[config.mk]
export PLATFORM = sky130hd
export DESIGN_NAME = cursor_measure
export DESIGN_NICKNAME = d
export VERILOG_FILES = /design/src/rtl/measure_pkg.sv /design/src/rtl/serial_divider.sv /design/src/rtl/cursor_measure.sv
export SDC_FILE = /design/constraint.sdc
export NUM_CORES = 1
export LEC_CHECK = 0
export CORE_AREA = 5 5 104 130
export CTS_CLUSTER_DIAMETER = 150
export DETAILED_ROUTE_END_ITERATION = 10
export DIE_AREA = 0 0 109 135
export PLACE_DENSITY = 0.85
export REMOVE_ABC_BUFFERS = 1
export SYNTH_ARGS = -nofsm -noshare
export SYNTH_HDL_FRONTEND = slang
export SYNTH_SLANG_ARGS = --single-unit
export TNS_END_PERCENT = 10
[constraint.sdc]
create_clock -name clk -period 10.2 [get_ports clk]
set_input_delay 2.04 -clock clk [delete_from_list [all_inputs] [get_ports clk]]
set_output_delay 2.04 -clock clk [all_outputs]
set_load 0.01 [all_outputs]
[src/rtl/measure_pkg.sv]
// rtl/measure_pkg.sv - shared encodings and width helpers for the cursor measurement engine
// Contents: measurement mode encoding, FSM state encoding, MUL_BITS and channel-select width helpers.
package measure_pkg;

  typedef enum logic [1:0] {
    MODE_NONE = 2'd0,
    MODE_PKPK = 2'd1,
    MODE_TIME = 2'd2,
    MODE_FREQ = 2'd3
  } mode_t;

  typedef enum logic [2:0] {
    S_IDLE = 3'd0,
    S_DIFF = 3'd1,
    S_MUL  = 3'd2,
    S_DIV  = 3'd3,
    S_DONE = 3'd4
  } state_t;

  // One extra bit so (max field value + 1) is representable as a multiplier.
  function automatic int mul_bits(input int scale_w, input int rate_w);
    return ((scale_w > rate_w) ? scale_w : rate_w) + 1;
  endfunction

  function automatic int ch_bits(input int num_ch);
    return (num_ch > 1) ? $clog2(num_ch) : 1;
  endfunction

endpackage

[src/rtl/serial_divider.sv]
// rtl/serial_divider.sv - restoring serial divider, one quotient bit per clock
// Ports:
//   clk, rst_n : clock, asynchronous active-low reset
//   load       : capture dividend/divisor and start; steps follow on the next DIVIDEND_W clocks
//   dividend   : numerator
//   divisor    : denominator (0 yields an all-ones quotient; callers flag that case themselves)
//   quotient   : result, stable once the final step has executed
//   last       : high during the cycle whose clock edge performs the final step
module serial_divider #(
  parameter int DIVIDEND_W = 14,
  parameter int DIVISOR_W  = 18
) (
  input  logic                  clk,
  input  logic                  rst_n,
  input  logic                  load,
  input  logic [DIVIDEND_W-1:0] dividend,
  input  logic [DIVISOR_W-1:0]  divisor,
  output logic [DIVIDEND_W-1:0] quotient,
  output logic                  last
);
  localparam int CNT_W = (DIVIDEND_W > 1) ? $clog2(DIVIDEND_W) : 1;

  logic                  active;
  logic [CNT_W-1:0]      cnt;
  logic [DIVIDEND_W-1:0] q_q;
  logic [DIVISOR_W-1:0]  rem_q;
  logic [DIVISOR_W-1:0]  dvs_q;
  logic [DIVISOR_W:0]    rem_sh;
  logic [DIVISOR_W-1:0]  rem_sub;
  logic                  take;

  // Dividend bits shift out of the top of q_q into the partial remainder while
  // quotient bits shift in at the bottom, so q_q ends up holding the quotient.
  always_comb begin
    rem_sh  = {rem_q, q_q[DIVIDEND_W-1]};
    take    = (rem_sh >= {1'b0, dvs_q});
    rem_sub = DIVISOR_W'(rem_sh - {1'b0, dvs_q});
  end

  assign last     = active && (cnt == CNT_W'(DIVIDEND_W - 1));
  assign quotient = q_q;

  always_ff @(posedge clk or negedge rst_n) begin
    if (!rst_n) begin
      active <= 1'b0;
      cnt    <= '0;
      q_q    <= '0;
      rem_q  <= '0;
      dvs_q  <= '0;
    end else if (load) begin
      active <= 1'b1;
      cnt    <= '0;
      q_q    <= dividend;
      rem_q  <= '0;
      dvs_q  <= divisor;
    end else if (active) begin
      rem_q <= take ? rem_sub : rem_sh[DIVISOR_W-1:0];
      q_q   <= {q_q[DIVIDEND_W-2:0], take};
      cnt   <= cnt + CNT_W'(1);
      if (last) active <= 1'b0;
    end
  end

endmodule

[src/rtl/cursor_measure.sv]
// rtl/cursor_measure.sv - cursor-based waveform measurement engine (pk-pk, delta-time, frequency)
// Optional feature macro: MEASURE_FREQ_EN (mode 3 frequency via serial_divider; otherwise mode 3 yields 0)
// Ports:
//   clk, rst_n        : clock, asynchronous active-low reset
//   start             : measurement request, accepted only when idle
//   chSel, mode       : channel and measurement select (0 none, 1 pk-pk, 2 delta-x, 3 frequency)
//   cursorx1/x2/y1/y2 : cursor coordinates
//   shiftDown         : per-channel vertical shrink, ch0 in LSBs
//   sampleAdjust      : per-channel sample-rate adjust, ch0 in LSBs
//   busy              : measurement in progress
//   valid             : one-cycle strobe when num/overflow update
//   num, overflow     : saturated result and saturation flag, held between strobes
module cursor_measure
  import measure_pkg::*;
#(
  parameter int NUM_CH   = 2,
  parameter int CURSOR_W = 11,
  parameter int SCALE_W  = 4,
  parameter int RATE_W   = 6,
  parameter int RESULT_W = 14,
  parameter int FREQ_K   = 10000,
  localparam int CH_W    = ch_bits(NUM_CH)
) (
  input  logic                       clk,
  input  logic                       rst_n,
  input  logic                       start,
  input  logic [CH_W-1:0]            chSel,
  input  logic [1:0]                 mode,
  input  logic [CURSOR_W-1:0]        cursorx1,
  input  logic [CURSOR_W-1:0]        cursorx2,
  input  logic [CURSOR_W-1:0]        cursory1,
  input  logic [CURSOR_W-1:0]        cursory2,
  input  logic [NUM_CH*SCALE_W-1:0]  shiftDown,
  input  logic [NUM_CH*RATE_W-1:0]   sampleAdjust,
  output logic                       busy,
  output logic                       valid,
  output logic [RESULT_W-1:0]        num,
  output logic                       overflow
);
  localparam int MUL_BITS = mul_bits(SCALE_W, RATE_W);
  localparam int PROD_W   = CURSOR_W + MUL_BITS;
  localparam int K_W      = $clog2(FREQ_K + 1);
  // Final value must hold the doubled product, a value just above the result
  // range, and a full frequency quotient without wrapping before saturation.
  localparam int FIN_A    = (PROD_W + 1 > RESULT_W + 1) ? PROD_W + 1 : RESULT_W + 1;
  localparam int FIN_W    = (FIN_A > K_W) ? FIN_A : K_W;
  localparam int CNT_W    = $clog2(MUL_BITS);
  localparam logic [FIN_W-1:0] RES_MAX = FIN_W'({RESULT_W{1'b1}});

  state_t state, state_nxt;

  logic [CURSOR_W-1:0] x1_q, x2_q, y1_q, y2_q;
  mode_t               mode_q;
  logic                ch_ok_q;
  logic [SCALE_W-1:0]  shrink_q;
  logic [RATE_W-1:0]   rate_q;

  logic [SCALE_W-1:0]  sel_shrink;
  logic [RATE_W-1:0]   sel_rate;
  logic                ch_ok;

  logic [CURSOR_W-1:0] opa, opb, diff;
  logic [MUL_BITS-1:0] mult_init;
  logic [PROD_W-1:0]   mcand_q, acc_q, acc_step;
  logic [MUL_BITS-1:0] mult_q;
  logic [CNT_W-1:0]    cnt_q;
  logic                mul_last;

  logic [FIN_W-1:0]    fin;
  logic                force_sat;
  logic                sat;

  // Out-of-range channels select zero settings; their result is forced to 0 later.
  always_comb begin
    sel_shrink = '0;
    sel_rate   = '0;
    for (int i = 0; i < NUM_CH; i++) begin
      if (chSel == CH_W'(i)) begin
        sel_shrink = shiftDown[i*SCALE_W +: SCALE_W];
        sel_rate   = sampleAdjust[i*RATE_W +: RATE_W];
      end
    end
  end

  assign ch_ok = (int'(chSel) < NUM_CH);

  always_comb begin
    opa       = (mode_q == MODE_PKPK) ? y1_q : x1_q;
    opb       = (mode_q == MODE_PKPK) ? y2_q : x2_q;
    diff      = (opa >= opb) ? (opa - opb) : (opb - opa);
    mult_init = (mode_q == MODE_PKPK) ? (MUL_BITS'(shrink_q) + MUL_BITS'(1))
                                      : (MUL_BITS'(rate_q) + MUL_BITS'(1));
    acc_step  = mult_q[0] ? (acc_q + mcand_q) : acc_q;
  end

  assign mul_last = (cnt_q == CNT_W'(MUL_BITS - 1));

`ifdef MEASURE_FREQ_EN
  logic [RESULT_W-1:0] quot;
  logic                div_last;
  logic                div_load;

  // Divisor is the product being completed on this same edge, hence acc_step.
  assign div_load = (state == S_MUL) && mul_last && (mode_q == MODE_FREQ) && ch_ok_q;

  serial_divider #(
    .DIVIDEND_W (RESULT_W),
    .DIVISOR_W  (PROD_W)
  ) u_div (
    .clk      (clk),
    .rst_n    (rst_n),
    .load     (div_load),
    .dividend (RESULT_W'(FREQ_K)),
    .divisor  (acc_step),
    .quotient (quot),
    .last     (div_last)
  );
`endif

  always_ff @(posedge clk or negedge rst_n) begin
    if (!rst_n) state <= S_IDLE;
    else        state <= state_nxt;
  end

  always_comb begin
    state_nxt = state;
    busy      = 1'b1;
    case (state)
      S_IDLE: begin
        busy = 1'b0;
        if (start) state_nxt = S_DIFF;
      end
      S_DIFF: state_nxt = S_MUL;
      S_MUL: begin
        if (mul_last) begin
`ifdef MEASURE_FREQ_EN
          state_nxt = ((mode_q == MODE_FREQ) && ch_ok_q) ? S_DIV : S_DONE;
`else
          state_nxt = S_DONE;
`endif
        end
      end
`ifdef MEASURE_FREQ_EN
      S_DIV: if (div_last) state_nxt = S_DONE;
`endif
      S_DONE: state_nxt = S_IDLE;
      default: state_nxt = S_IDLE;
    endcase
  end

  always_ff @(posedge clk or negedge rst_n) begin
    if (!rst_n) begin
      x1_q     <= '0;
      x2_q     <= '0;
      y1_q     <= '0;
      y2_q     <= '0;
      mode_q   <= MODE_NONE;
      ch_ok_q  <= 1'b0;
      shrink_q <= '0;
      rate_q   <= '0;
      mcand_q  <= '0;
      acc_q    <= '0;
      mult_q   <= '0;
      cnt_q    <= '0;
    end else begin
      case (state)
        S_IDLE: begin
          if (start) begin
            x1_q     <= cursorx1;
            x2_q     <= cursorx2;
            y1_q     <= cursory1;
            y2_q     <= cursory2;
            mode_q   <= mode_t'(mode);
            ch_ok_q  <= ch_ok;
            shrink_q <= sel_shrink;
            rate_q   <= sel_rate;
          end
        end
        S_DIFF: begin
          mcand_q <= PROD_W'(diff);
          mult_q  <= mult_init;
          acc_q   <= '0;
          cnt_q   <= '0;
        end
        S_MUL: begin
          acc_q   <= acc_step;
          mcand_q <= mcand_q << 1;
          mult_q  <= mult_q >> 1;
          cnt_q   <= cnt_q + CNT_W'(1);
        end
        default: ;
      endcase
    end
  end

  always_comb begin
    fin       = '0;
    force_sat = 1'b0;
    if (ch_ok_q) begin
      case (mode_q)
        MODE_PKPK: fin = FIN_W'(acc_q) << 1;
        MODE_TIME: fin = FIN_W'(acc_q);
`ifdef MEASURE_FREQ_EN
        MODE_FREQ: begin
          if (acc_q == '0) force_sat = 1'b1;
          else             fin = FIN_W'(quot);
        end
`endif
        default: fin = '0;
      endcase
    end
    sat = force_sat || (fin > RES_MAX);
  end

  always_ff @(posedge clk or negedge rst_n) begin
    if (!rst_n) begin
      valid    <= 1'b0;
      num      <= '0;
      overflow <= 1'b0;
    end else begin
      valid <= (state == S_DONE);
      if (state == S_DONE) begin
        num      <= sat ? {RESULT_W{1'b1}} : fin[RESULT_W-1:0];
        overflow <= sat;
      end
    end
  end

endmodule

**Yosys cells after proc, flatten, opt, wreduce, memory -nomap -nowiden**

Index checks and enable logic that the tools add are counted.

- Word-level logic and storage cells: 56
- Flip-flop bits (word level): 122
- Output and inout bits: 17

- $add $sub $neg: 6
- Multiplexer cells: 18
- Reduce and logical (&&, ||, !) cells: 5
- Equal/unequal tests: 9
- Order comparisons: 2

Operator list:

| kind | count |
|---|---|
| case mux 18 bit (2 select lines) | 2 |
| case mux 19 bit (2 select lines) | 1 |
| two-way mux 11 bit | 3 |
| subtractor 11 bit | 2 |
| greater-than comparator 19 x 14 -> 1 bit (second input constant) | 1 |
| two-way mux 19 bit | 1 |
| adder 18 bit | 1 |
| two-way mux 18 bit | 1 |
| two-way mux 14 bit | 1 |
| case mux 7 bit (2 select lines) | 1 |
| greater-or-equal comparator 11 bit | 1 |
| case mux 3 bit (3 select lines) | 1 |
| adder 6 x 1 -> 7 bit (second input constant) | 1 |
| two-way mux 7 bit | 1 |
| == test 3 bit (second input constant) | 2 |
| two-way mux 3 bit | 2 |
| two-way mux 6 bit | 1 |
| inequality test 2 bit (second input constant) | 3 |
| case mux 3 bit (2 select lines) | 1 |
| AND reduction 2 bit | 3 |
| adder 4 x 1 -> 5 bit (second input constant) | 1 |
| two-way mux 4 bit | 1 |
| adder 3 x 1 -> 3 bit (second input constant) | 1 |
| == test 3 x 1 -> 1 bit (second input constant) | 1 |
| 6 further kinds | 6 |

**Depth between registers and ports, before layout**

Gate-level depths: netlist of the first run.

- Depth after elaboration: 5
- Depth in mapped cells: 15

**Worst setup path before layout of the first run**

OpenSTA, ideal clock, no wires.

- Path kind: reg-to-reg
- Start point: register mode_q[1]
- End point: register mcand_q[9]
- Path buffers: 4
- Stages on the path, launching flop included: 16
- Library setup time: 0.132 ns
- Clock period less this slack: 3.529 ns
- Data arrival time: 3.397 ns
- Slack: 6.671 ns
- Path through: dfrtp_1 inv_1 ha_1 clkbuf_1 clkbuf_1 mux2i_1 ha_1 buf_6 and4_4 and2_4 a211o_1 a41oi_2 buf_6 mux2i_1 xor2_1 o21ai_1

- Word-level cells in the longest chain between the ends: 5
- Elaborated cells on any way between the ends: 8

Ends and longest elaborated chain:

| element | line | text |
|---|---|---|
| from (decl) | cursor_measure.sv:53 | `mode_t mode_q;` |
| from (signal assigned) | cursor_measure.sv:173 | `mode_q <= mode_t'(mode);` |
| == test 2 x 1 -> 1 bit (*) | cursor_measure.sv:88, cursor_measure.sv:89 |  |
| two-way mux 11 bit (on tied branches) | cursor_measure.sv:89, cursor_measure.sv:88 |  |
| subtractor 11 bit / greater-or-equal comparator 11 bit (equally long branches) | cursor_measure.sv:90 | `diff = (opa >= opb) ? (opa - opb) : (opb - opa);` |
| two-way mux 11 bit (*) | cursor_measure.sv:90 |  |
| case mux 18 bit (2 select lines) (*) | cursor_measure.sv:166 | `case (state)` |
| to (signal assigned) | cursor_measure.sv:180 | `mcand_q <= PROD_W'(diff);` |
| to (signal assigned) | cursor_measure.sv:187 | `mcand_q <= mcand_q << 1;` |
| to (decl) | cursor_measure.sv:64 | `logic [PROD_W-1:0] mcand_q, acc_q, acc_step;` |

Every way passes the cells marked *; elsewhere a longest branch is shown, timed or not.
A chain may end at the register's enable or synchronous reset.

**Final worst setup path of the first run**

- Start point: register mode_q[1]
- End point: register mcand_q[5]

Same word-level chain as after synthesis.

==> results of run 1 <==
cell usage after synthesis (all sizes together) (5+ instances only):
library cell	count	share of area, %
dfrtp	122	42
and2	6	0.59
a211oi	8	0.90
a21oi	35	2.6
buf	14	1.5
nand2b	7	0.61
xnor2	16	1.9
inv	40	2.1
ha	45	7.8
o211ai	5	0.52
o21ai	44	3.0
mux2i	32	4.4
a22oi	25	2.6
nor3b	6	0.69
o22a	14	1.7
nand3	29	2.0
nand2	29	1.5
a22o	8	0.97
a21o	9	0.95
xor2	9	1.1
nor2	39	2.0
nor3	12	0.83
clkbuf	27	1.4
mux2	57	8.9
worst max-delay path, delay by kind of cell, from the launching register on:
| kind | cells | cell delay (ps) |
|---|---|---|
| XOR/XNOR | 1 | 180 |
| AND/OR/NAND/NOR | 2 | 420 |
| AO/OA/AOI/OAI | 3 | 1010 |
| flip-flops | 1 | 390 |
| buffers and inverters | 2 | 450 |
| adder cells (fa/ha/maj) | 2 | 560 |
| multiplexers | 2 | 730 |
sequential cells by signal (all words and copies together), names as in the netlist:
signal / count
num: 14
cnt_q: 3
y2_q: 11
mode_q: 2
shrink_q: 4
x1_q: 11
rate_q: 6
mcand_q: 18
mult_q: 7
ch_ok_q: 1
overflow: 1
y1_q: 11
x2_q: 11
acc_q: 18
valid: 1
state: 3
report_power, final:
group / switching, W / internal [W] / leakage (nW)
clock: 0.000228 / 0.000406 / 0.295
sequential: 0.000157 / 0.000692 / 1.52
combinational: 0.00103 / 0.000819 / 2.09
cell families (layout without fill, tap and decap cells):
logic type               count (synthesis)  in the layout
adder cells (fa/ha/maj)                 48             48
XOR/XNOR                                25             25
AO/OA/AOI/OAI                          184            184
buffers and inverters                   81            167
AND/OR/NAND/NOR                        147            147
flip-flops                             122            122
multiplexers                            89             89
layout make-up:
type	instances	area [um^2]	share of cell area (%)
clock buffer	20	466.7	5.303
clock inverter	12	163.9	1.862
inverter	40	150.1	1.706
multi-input combinational	493	3836	43.59
sequential	122	3053	34.69
tap	164	205.2	2.332
timing repair buffer	95	925.9	10.52
layer usage:
layer	wire length, um	part of all wire (%)
met5	0	0
met4	520	3.2
met3	771	4.7
met2	8814	54
met1	6162	38
path summary, 6_finish.rpt:
path,endpoint,cells after the start
worst max-delay path,mcand_q[5],12
worst min-delay path,x1_q[9],1
worst max register to register,mcand_q[5],12
worst min register to register,x1_q[9],1
max in group asynchronous,x2_q[5],2
min in group asynchronous,acc_q[11],1
metrics by stage:
step / setup WS, ps / cell area [um^2] / std cells / power (W) / hold slack (ps)
floorplan: 4929 / 7027 / 655 / 0.002209 / 443.7
global placement: 6429 / 8170 / 914 / 0.002589 / 459.9
detailed placement: 6388 / 8170 / 914 / 0.002661 / 468.7
CTS: 6331 / 8801 / 946 / 0.003327 / 481.6
global route: 6111 / 8801 / 946 / 0.003578 / 496.1
finish: 6296 / 8801 / 946 / 0.003333 / 473.8
==> metrics.txt, run 1 <==
# TYPE chip_impl_metric gauge
chip_impl_info{name="crit_path_end_kind",value="flop"} 1
chip_impl_metric{name="max_stage_delay",unit="ps"} 650
chip_impl_metric{name="cts.clk_slew.worst_paths",unit="ps"} 60
chip_impl_metric{name="synth-edff-count",unit=""} 0
chip_impl_metric{name="num_antenna_cells",unit=""} 0
chip_impl_metric{name="avgSynthCellArea",unit="um^2"} 10.40
chip_impl_metric{name="clock_latency",unit="ps"} 430
chip_impl_metric{name="finalSetupViolCount",unit=""} 0
chip_impl_metric{name="setup_tns",unit="ps"} 0
chip_impl_metric{name="totalWireLength",unit="um"} 16270
chip_impl_info{name="worstSetupStartpointType",value="flop"} 1
chip_impl_metric{name="post-route-drc-count",unit=""} 0
chip_impl_metric{name="finalHoldViolations",unit=""} 0
chip_impl_info{name="cts_tree",value="yes"} 1
chip_impl_info{name="synthFlopType",value="dfrtp_1"} 1
chip_impl_metric{name="synth.mux.area_fraction",unit="%"} 13.30
chip_impl_info{name="grt_setup_unrepaired",value="false"} 1
chip_impl_metric{name="synth_seq_area_share",unit="%"} 42.19
chip_impl_metric{name="synth_simple_gate_area_share",unit="%"} 10.11
chip_impl_metric{name="yosys_register_bits",unit=""} 122
chip_impl_metric{name="synthAdderAreaFrac",unit="%"} 8.610
chip_impl_metric{name="via_per_inst",unit=""} 5.945
chip_impl_metric{name="design.portCount",unit=""} 87
chip_impl_metric{name="post_synth_xor_area_fraction",unit="%"} 3.026
chip_impl_metric{name="wl_per_cell",unit="um"} 17.20
chip_impl_metric{name="ctsHoldBuffers",unit=""} 0
chip_impl_metric{name="gr-usage-met2",unit="%"} 42.25
chip_impl_metric{name="drive_above_1_share",unit="%"} 8.696
chip_impl_metric{name="area_growth_syn_to_layout",unit="%"} 21.61
chip_impl_metric{name="drv_slew",unit=""} 0
chip_impl_metric{name="ctsLongestPathBuffers",unit=""} 2
chip_impl_info{name="mostFrequentLayoutCell",value="dfrtp_1"} 1
chip_impl_metric{name="met1_usage",unit="%"} 25.52
chip_impl_metric{name="cts.htree.levels",unit=""} 4
chip_impl_metric{name="die_y",unit="um"} 135
chip_impl_metric{name="chipWidth",unit="um"} 109
chip_impl_metric{name="remaining_antenna_violation_count",unit=""} 0
chip_impl_info{name="cpMostUsedCell",value="ha_1"} 1
chip_impl_metric{name="drv_cap",unit=""} 0
chip_impl_info{name="status",value="completed"} 1
chip_impl_metric{name="grt_antenna_before_repair",unit=""} 0
chip_impl_metric{name="via_count_of_the_first_global_routing_pass",unit=""} 5950
chip_impl_info{name="critPathLaunch",value="mode_q[1]"} 1
chip_impl_metric{name="timing.critical_path.fanout_max",unit=""} 29
chip_impl_info{name="most_used_cells_in_the_layout_excluding_fill_and_tap_cells",value="dfrtp_1, clkdlybuf4s50_1, mux2_1, ha_1, nor2_1"} 1
chip_impl_metric{name="post-cts-setup-buffer-count",unit=""} 0
chip_impl_metric{name="skew",unit="ps"} 7.562
chip_impl_metric{name="io_buffer_count",unit=""} 86
chip_impl_metric{name="groute.usage.overall",unit="%"} 23.41
chip_impl_metric{name="layout.filler_cells",unit=""} 859
chip_impl_metric{name="finish.net_count",unit=""} 887
chip_impl_metric{name="synth.lib_cells_used.distinct",unit=""} 68
chip_impl_metric{name="grt_start_max_net_pins",unit=""} 74
chip_impl_info{name="worst_hold_path_type",value="flop to flop"} 1
chip_impl_metric{name="p_per_area",unit="mW/mm^2"} 378.7
chip_impl_metric{name="synth_cells",unit=""} 696
chip_impl_metric{name="place.gp.congestion",unit=""} 0.9577
chip_impl_info{name="global_route.peak_usage_layer",value="met2"} 1
chip_impl_info{name="timing.critical_path.cells",value="inv_1, ha_1, buf_4, mux2_2, ha_1, and4_4, and2_4, a211o_1, a41oi_2, mux2i_1, xor2_1, o21ai_1"} 1
chip_impl_metric{name="synth_warn",unit=""} 0
chip_impl_metric{name="detailed_placer_s_ending_hpwl",unit="um"} 11620
chip_impl_metric{name="reg2reg_slack",unit="ps"} 6300
chip_impl_metric{name="leakage_component_of_the_power",unit="nW"} 3.900
chip_impl_metric{name="via_count",unit=""} 5624
chip_impl_metric{name="worst_pin_slew",unit="ps"} 882.7
chip_impl_info{name="worst-setup-path-type",value="flop to flop"} 1
chip_impl_info{name="reg2reg_from",value="mode_q[1]"} 1
chip_impl_metric{name="drt_pass_1_iters",unit=""} 6
chip_impl_info{name="cts_root_buffer",value="clkbuf_16"} 1
chip_impl_metric{name="cts.sinks",unit=""} 122
chip_impl_metric{name="grt_pass1_wl",unit="um"} 27470
chip_impl_info{name="largest_family_of_logic_cells_by_synthesized_area",value="compound AO/OA/AOI/OAI gates"} 1
chip_impl_metric{name="cell_area_after_synthesis",unit="mm^2"} 0.007237
chip_impl_metric{name="met3_usage",unit="%"} 5.356
chip_impl_metric{name="layout.core_utilization",unit="%"} 72.70
chip_impl_metric{name="clock.fmax",unit="GHz"} 0.2561
chip_impl_info{name="slowest_stage",value="a41oi_2"} 1
chip_impl_metric{name="finalWorstPathRequiredPeriod",unit="ps"} 3904
chip_impl_metric{name="critPathArrivalTime",unit="ps"} 4200
chip_impl_metric{name="initial_utilization",unit="%"} 59.78
chip_impl_metric{name="dieArea",unit="mm^2"} 0.01472
chip_impl_metric{name="globalRouteOverflowTotal",unit=""} 0
chip_impl_metric{name="num_cts_buffers",unit=""} 17
chip_impl_info{name="worstHoldStart",value="x1_q[9]"} 1
chip_impl_metric{name="synth-compound-area-share",unit="%"} 17.79
chip_impl_metric{name="row_count",unit=""} 45
chip_impl_metric{name="ctsResizeCount",unit=""} 0
chip_impl_metric{name="slew-limit-headroom",unit="%"} 41.15
chip_impl_metric{name="drt_iter0_drc",unit=""} 207
chip_impl_metric{name="async_reset_ff_share",unit="%"} 100.0
chip_impl_metric{name="core_region_area",unit="mm^2"} 0.01211
chip_impl_metric{name="vdd_drop_max",unit="mV"} 0.2378
chip_impl_metric{name="required",unit="ps"} 10490
chip_impl_metric{name="post-route-period-util",unit="%"} 38.28
No activity file was read; power rests on OpenSTA's default activity.
==> run 2: changes to the inputs <==
--- a/config.mk
+++ b/config.mk
@@ -5,11 +5,11 @@
 export SDC_FILE = /design/constraint.sdc
 export NUM_CORES = 1
 export LEC_CHECK = 0
-export CORE_AREA = 5 5 104 130
+export CORE_AREA = 5 5 107 134
 export CTS_CLUSTER_DIAMETER = 150
 export DETAILED_ROUTE_END_ITERATION = 10
-export DIE_AREA = 0 0 109 135
-export PLACE_DENSITY = 0.85
+export DIE_AREA = 0 0 112 139
+export PLACE_DENSITY = 0.8
 export REMOVE_ABC_BUFFERS = 1
 export SYNTH_ARGS = -nofsm -noshare
 export SYNTH_HDL_FRONTEND = slang
==> constraint.sdc (replaced) <==
create_clock -name clk -period 3.7 [get_ports clk]
set_input_delay 0.74 -clock clk [delete_from_list [all_inputs] [get_ports clk]]
set_output_delay 0.74 -clock clk [all_outputs]
set_load 0.01 [all_outputs]
==> metrics.txt, run 2 (synthesized netlist as in run 1, its figures left out) <==
# TYPE chip_impl_metric gauge
chip_impl_metric{name="globalRouteOverflowTotal",unit=""} 0
chip_impl_metric{name="p_per_area",unit="mW/mm^2"} 1039
chip_impl_metric{name="drv_slew",unit=""} 0
chip_impl_info{name="grt_setup_unrepaired",value="false"} 1
chip_impl_info{name="status",value="completed"} 1
chip_impl_metric{name="leakage_component_of_the_power",unit="nW"} 3.914
chip_impl_metric{name="chipWidth",unit="um"} 112
chip_impl_metric{name="crit_buf_inv",unit=""} 4
chip_impl_info{name="worstReg2RegEnd",value="mcand_q[8]"} 1
chip_impl_metric{name="grt_antenna_before_repair",unit=""} 0
chip_impl_metric{name="num_cts_buffers",unit=""} 17
chip_impl_metric{name="internal_cell_power",unit="W"} 0.005301
chip_impl_metric{name="finish.net_count",unit=""} 890
chip_impl_metric{name="ctsLongestPathBuffers",unit=""} 2
chip_impl_metric{name="drt_iter0_drc",unit=""} 234
chip_impl_metric{name="place.gp.congestion",unit=""} 0.9146
chip_impl_info{name="crit_path_end_kind",value="flop"} 1
chip_impl_metric{name="ctsHoldBuffers",unit=""} 0
chip_impl_metric{name="via_per_inst",unit=""} 5.914
chip_impl_metric{name="post-route-period-util",unit="%"} 94.92
chip_impl_metric{name="power_frac_comb",unit="%"} 56.5
chip_impl_metric{name="finalHoldViolations",unit=""} 0
chip_impl_metric{name="required",unit="ps"} 3970
chip_impl_metric{name="clock_latency",unit="ps"} 410
chip_impl_info{name="worstSetupStartpointType",value="flop"} 1
chip_impl_metric{name="finalWorstPathRequiredPeriod",unit="ps"} 3512
chip_impl_metric{name="cts.htree.levels",unit=""} 4
chip_impl_metric{name="power.clock.fraction",unit="%"} 17.8
chip_impl_metric{name="initial_utilization",unit="%"} 55.68
chip_impl_metric{name="timing.critical_path.fanout_max",unit=""} 29
chip_impl_metric{name="slew-limit-headroom",unit="%"} 52.59
chip_impl_info{name="worst-setup-path-type",value="flop to flop"} 1
chip_impl_metric{name="io_buffer_count",unit=""} 86
chip_impl_metric{name="remaining_antenna_violation_count",unit=""} 0
chip_impl_metric{name="area_growth_syn_to_layout",unit="%"} 22.06
chip_impl_metric{name="finalSetupViolCount",unit=""} 0
chip_impl_info{name="largestRegisters",value="acc_q x18, mcand_q x18, num x14"} 1
chip_impl_metric{name="net_sw_power",unit="W"} 0.003875
chip_impl_metric{name="met2_length",unit="um"} 9000
chip_impl_metric{name="met3RoutedLength",unit="um"} 713
chip_impl_metric{name="post-cts-setup-buffer-count",unit=""} 0
chip_impl_metric{name="design.portCount",unit=""} 87
chip_impl_metric{name="detailed_placer_s_ending_hpwl",unit="um"} 12160
chip_impl_metric{name="drive_above_1_share",unit="%"} 8.917
chip_impl_metric{name="reg2reg_slack",unit="ps"} 190
chip_impl_metric{name="via_count",unit=""} 5654
chip_impl_metric{name="layout.filler_cells",unit=""} 948
chip_impl_metric{name="crit_cells",unit=""} 15
chip_impl_info{name="cts_root_buffer",value="clkbuf_16"} 1
chip_impl_info{name="worst_hold_path_type",value="input port to async pin"} 1
chip_impl_metric{name="critPathArrivalTime",unit="ps"} 3780
chip_impl_info{name="cts_tree",value="yes"} 1
chip_impl_metric{name="cts.clk_slew.worst_paths",unit="ps"} 50
chip_impl_metric{name="clock.fmax",unit="GHz"} 0.2847
chip_impl_metric{name="detail_route.wirelength.met1",unit="um"} 6180
chip_impl_info{name="timing.critical_path.cells",value="inv_1, ha_1, buf_12, mux2_1, inv_1, ha_1, inv_1, fa_1, a21oi_1, o21ai_1, a2111oi_0, nor3_1, mux2i_1, xor2_1, o21ai_1"} 1
chip_impl_metric{name="max_stage_delay",unit="ps"} 470
chip_impl_info{name="slowest_stage",value="a2111oi_0"} 1
chip_impl_metric{name="groute.usage.overall",unit="%"} 21.88
chip_impl_info{name="reg2reg_from",value="mode_q[1]"} 1
chip_impl_info{name="cpMostUsedCell",value="inv_1"} 1
chip_impl_metric{name="swShare",unit="%"} 42.23
chip_impl_metric{name="drv_cap",unit=""} 0
chip_impl_metric{name="via_count_of_the_first_global_routing_pass",unit=""} 5935
chip_impl_info{name="topRoutingLayerUsed",value="met4"} 1
chip_impl_metric{name="skew",unit="ps"} 5.761
chip_impl_info{name="mostFrequentLayoutCell",value="dfrtp_1"} 1
chip_impl_metric{name="design_power_total",unit="W"} 0.009176
chip_impl_metric{name="cts.sinks",unit=""} 122
chip_impl_metric{name="setup_tns",unit="ps"} 0
chip_impl_metric{name="row_count",unit=""} 47
chip_impl_info{name="most_used_cells_in_the_layout_excluding_fill_and_tap_cells",value="dfrtp_1, clkdlybuf4s50_1, mux2_1, ha_1, nor2_1"} 1
chip_impl_metric{name="dieArea",unit="mm^2"} 0.01557
chip_impl_metric{name="totalWireLength",unit="um"} 16420
chip_impl_metric{name="drt_pass_1_iters",unit=""} 5
chip_impl_metric{name="num_antenna_cells",unit=""} 0
chip_impl_metric{name="worst_r2r_path_depth",unit=""} 15
chip_impl_metric{name="wl_per_cell",unit="um"} 17.18
chip_impl_metric{name="grt_pass1_wl",unit="um"} 28080
chip_impl_metric{name="power.share.sequential",unit="%"} 25.7
chip_impl_metric{name="vdd_drop_max",unit="mV"} 0.6448
chip_impl_metric{name="grt_start_max_net_pins",unit=""} 57
chip_impl_metric{name="post-route-drc-count",unit=""} 0
chip_impl_metric{name="core_region_area",unit="mm^2"} 0.01300
chip_impl_metric{name="die_y",unit="um"} 139
chip_impl_info{name="worst_path_dominant_cell_family",value="compound AO/OA/AOI/OAI gates"} 1
chip_impl_metric{name="worst_pin_slew",unit="ps"} 709.5
-- run 2: cell types whose count changed in the layout (fill, tap and decap cells not counted), moves of 2 or more --
cell	before	now
buf_12	0	2
clkbuf_1	0	4
clkbuf_8	3	5
clkinv_2	0	2
clkinv_4	3	0
clkinvlp_4	4	2
inv_6	2	0
-- run 2: power by group through the flow --
stage | combinational (W) | clock, W | sequential, W
floorplan | 0.00386 | 0 | 0.00223
global placement | 0.00480 | 0 | 0.00234
detailed placement | 0.00502 | 0 | 0.00237
CTS | 0.00511 | 0.00165 | 0.00235
global route | 0.00572 | 0.00172 | 0.00243
finish | 0.00518 | 0.00163 | 0.00236
-- run 2: area by class of cell --
| type | instances | area, um^2 | share of cell area [%] |
|---|---|---|---|
| Timing Repair Buffer | 98 | 973.4 | 11.02 |
| Inverter | 40 | 150.1 | 1.700 |
| Multi-Input combinational cell | 493 | 3849 | 43.57 |
| Clock buffer | 26 | 509.2 | 5.765 |
| Tap cell | 171 | 214.0 | 2.422 |
| Sequential cell | 122 | 3053 | 34.56 |
| Clock inverter | 6 | 85.08 | 0.9632 |
-- run 2: worst reg2reg max path, delay by kind of cell (launching register included) --
family / cells / cell delay (ps)
AO/OA/AOI/OAI: 4 / 900
XOR/XNOR: 1 / 190
adder cells (fa/ha/maj): 3 / 760
buffers and inverters: 4 / 430
flip-flops: 1 / 380
multiplexers: 2 / 580
AND/OR/NAND/NOR: 1 / 120
-- run 2: timing repair --
item | in CTS | in global routing
resized for setup | 0 | 4
endpoints found under the hold margin | 0 | 0
endpoints found under the setup margin | 0 | 1
-- run 2: layer usage --
| metal | GRT usage [%] | vias up |
|---|---|---|
| li1 | - | 2678 |
| met1 | 24.65 | 2757 |
| met2 | 39.96 | 167 |
| met3 | 4.147 | 52 |
| met4 | 9.557 | 0 |
| met5 | 0 | - |
-- run 2: stage by stage --
| step | area (um^2) | std cells | hold slack (ps) | utilization [%] | worst slack [ps] |
|---|---|---|---|---|---|
| 3_5_place_dp | 8227 | 924 | 466.8 | 63.30 | 278.3 |
| 3_3_place_gp | 8227 | 924 | 459.3 | 63.30 | 419.6 |
| 5_1_grt | 8833 | 956 | 433.2 | 67.97 | 6.655 |
| 4_1_cts | 8821 | 956 | 399.3 | 67.87 | 239.8 |
| 2_1_floorplan | 7027 | 655 | 443.7 | - | -495.7 |
| 6_report | 8833 | 956 | 364.6 | 67.97 | 188.0 |
-- run 2: worst max-delay path by stage --
stage | from | endpoint
floorplan | state[0] | acc_q[14]
global placement | mode_q[1] | mcand_q[8]
detailed placement | mode_q[1] | mcand_q[8]
CTS | mode_q[1] | mcand_q[8]
global route | mode_q[1] | mcand_q[8]
finish | mode_q[1] | mcand_q[8]
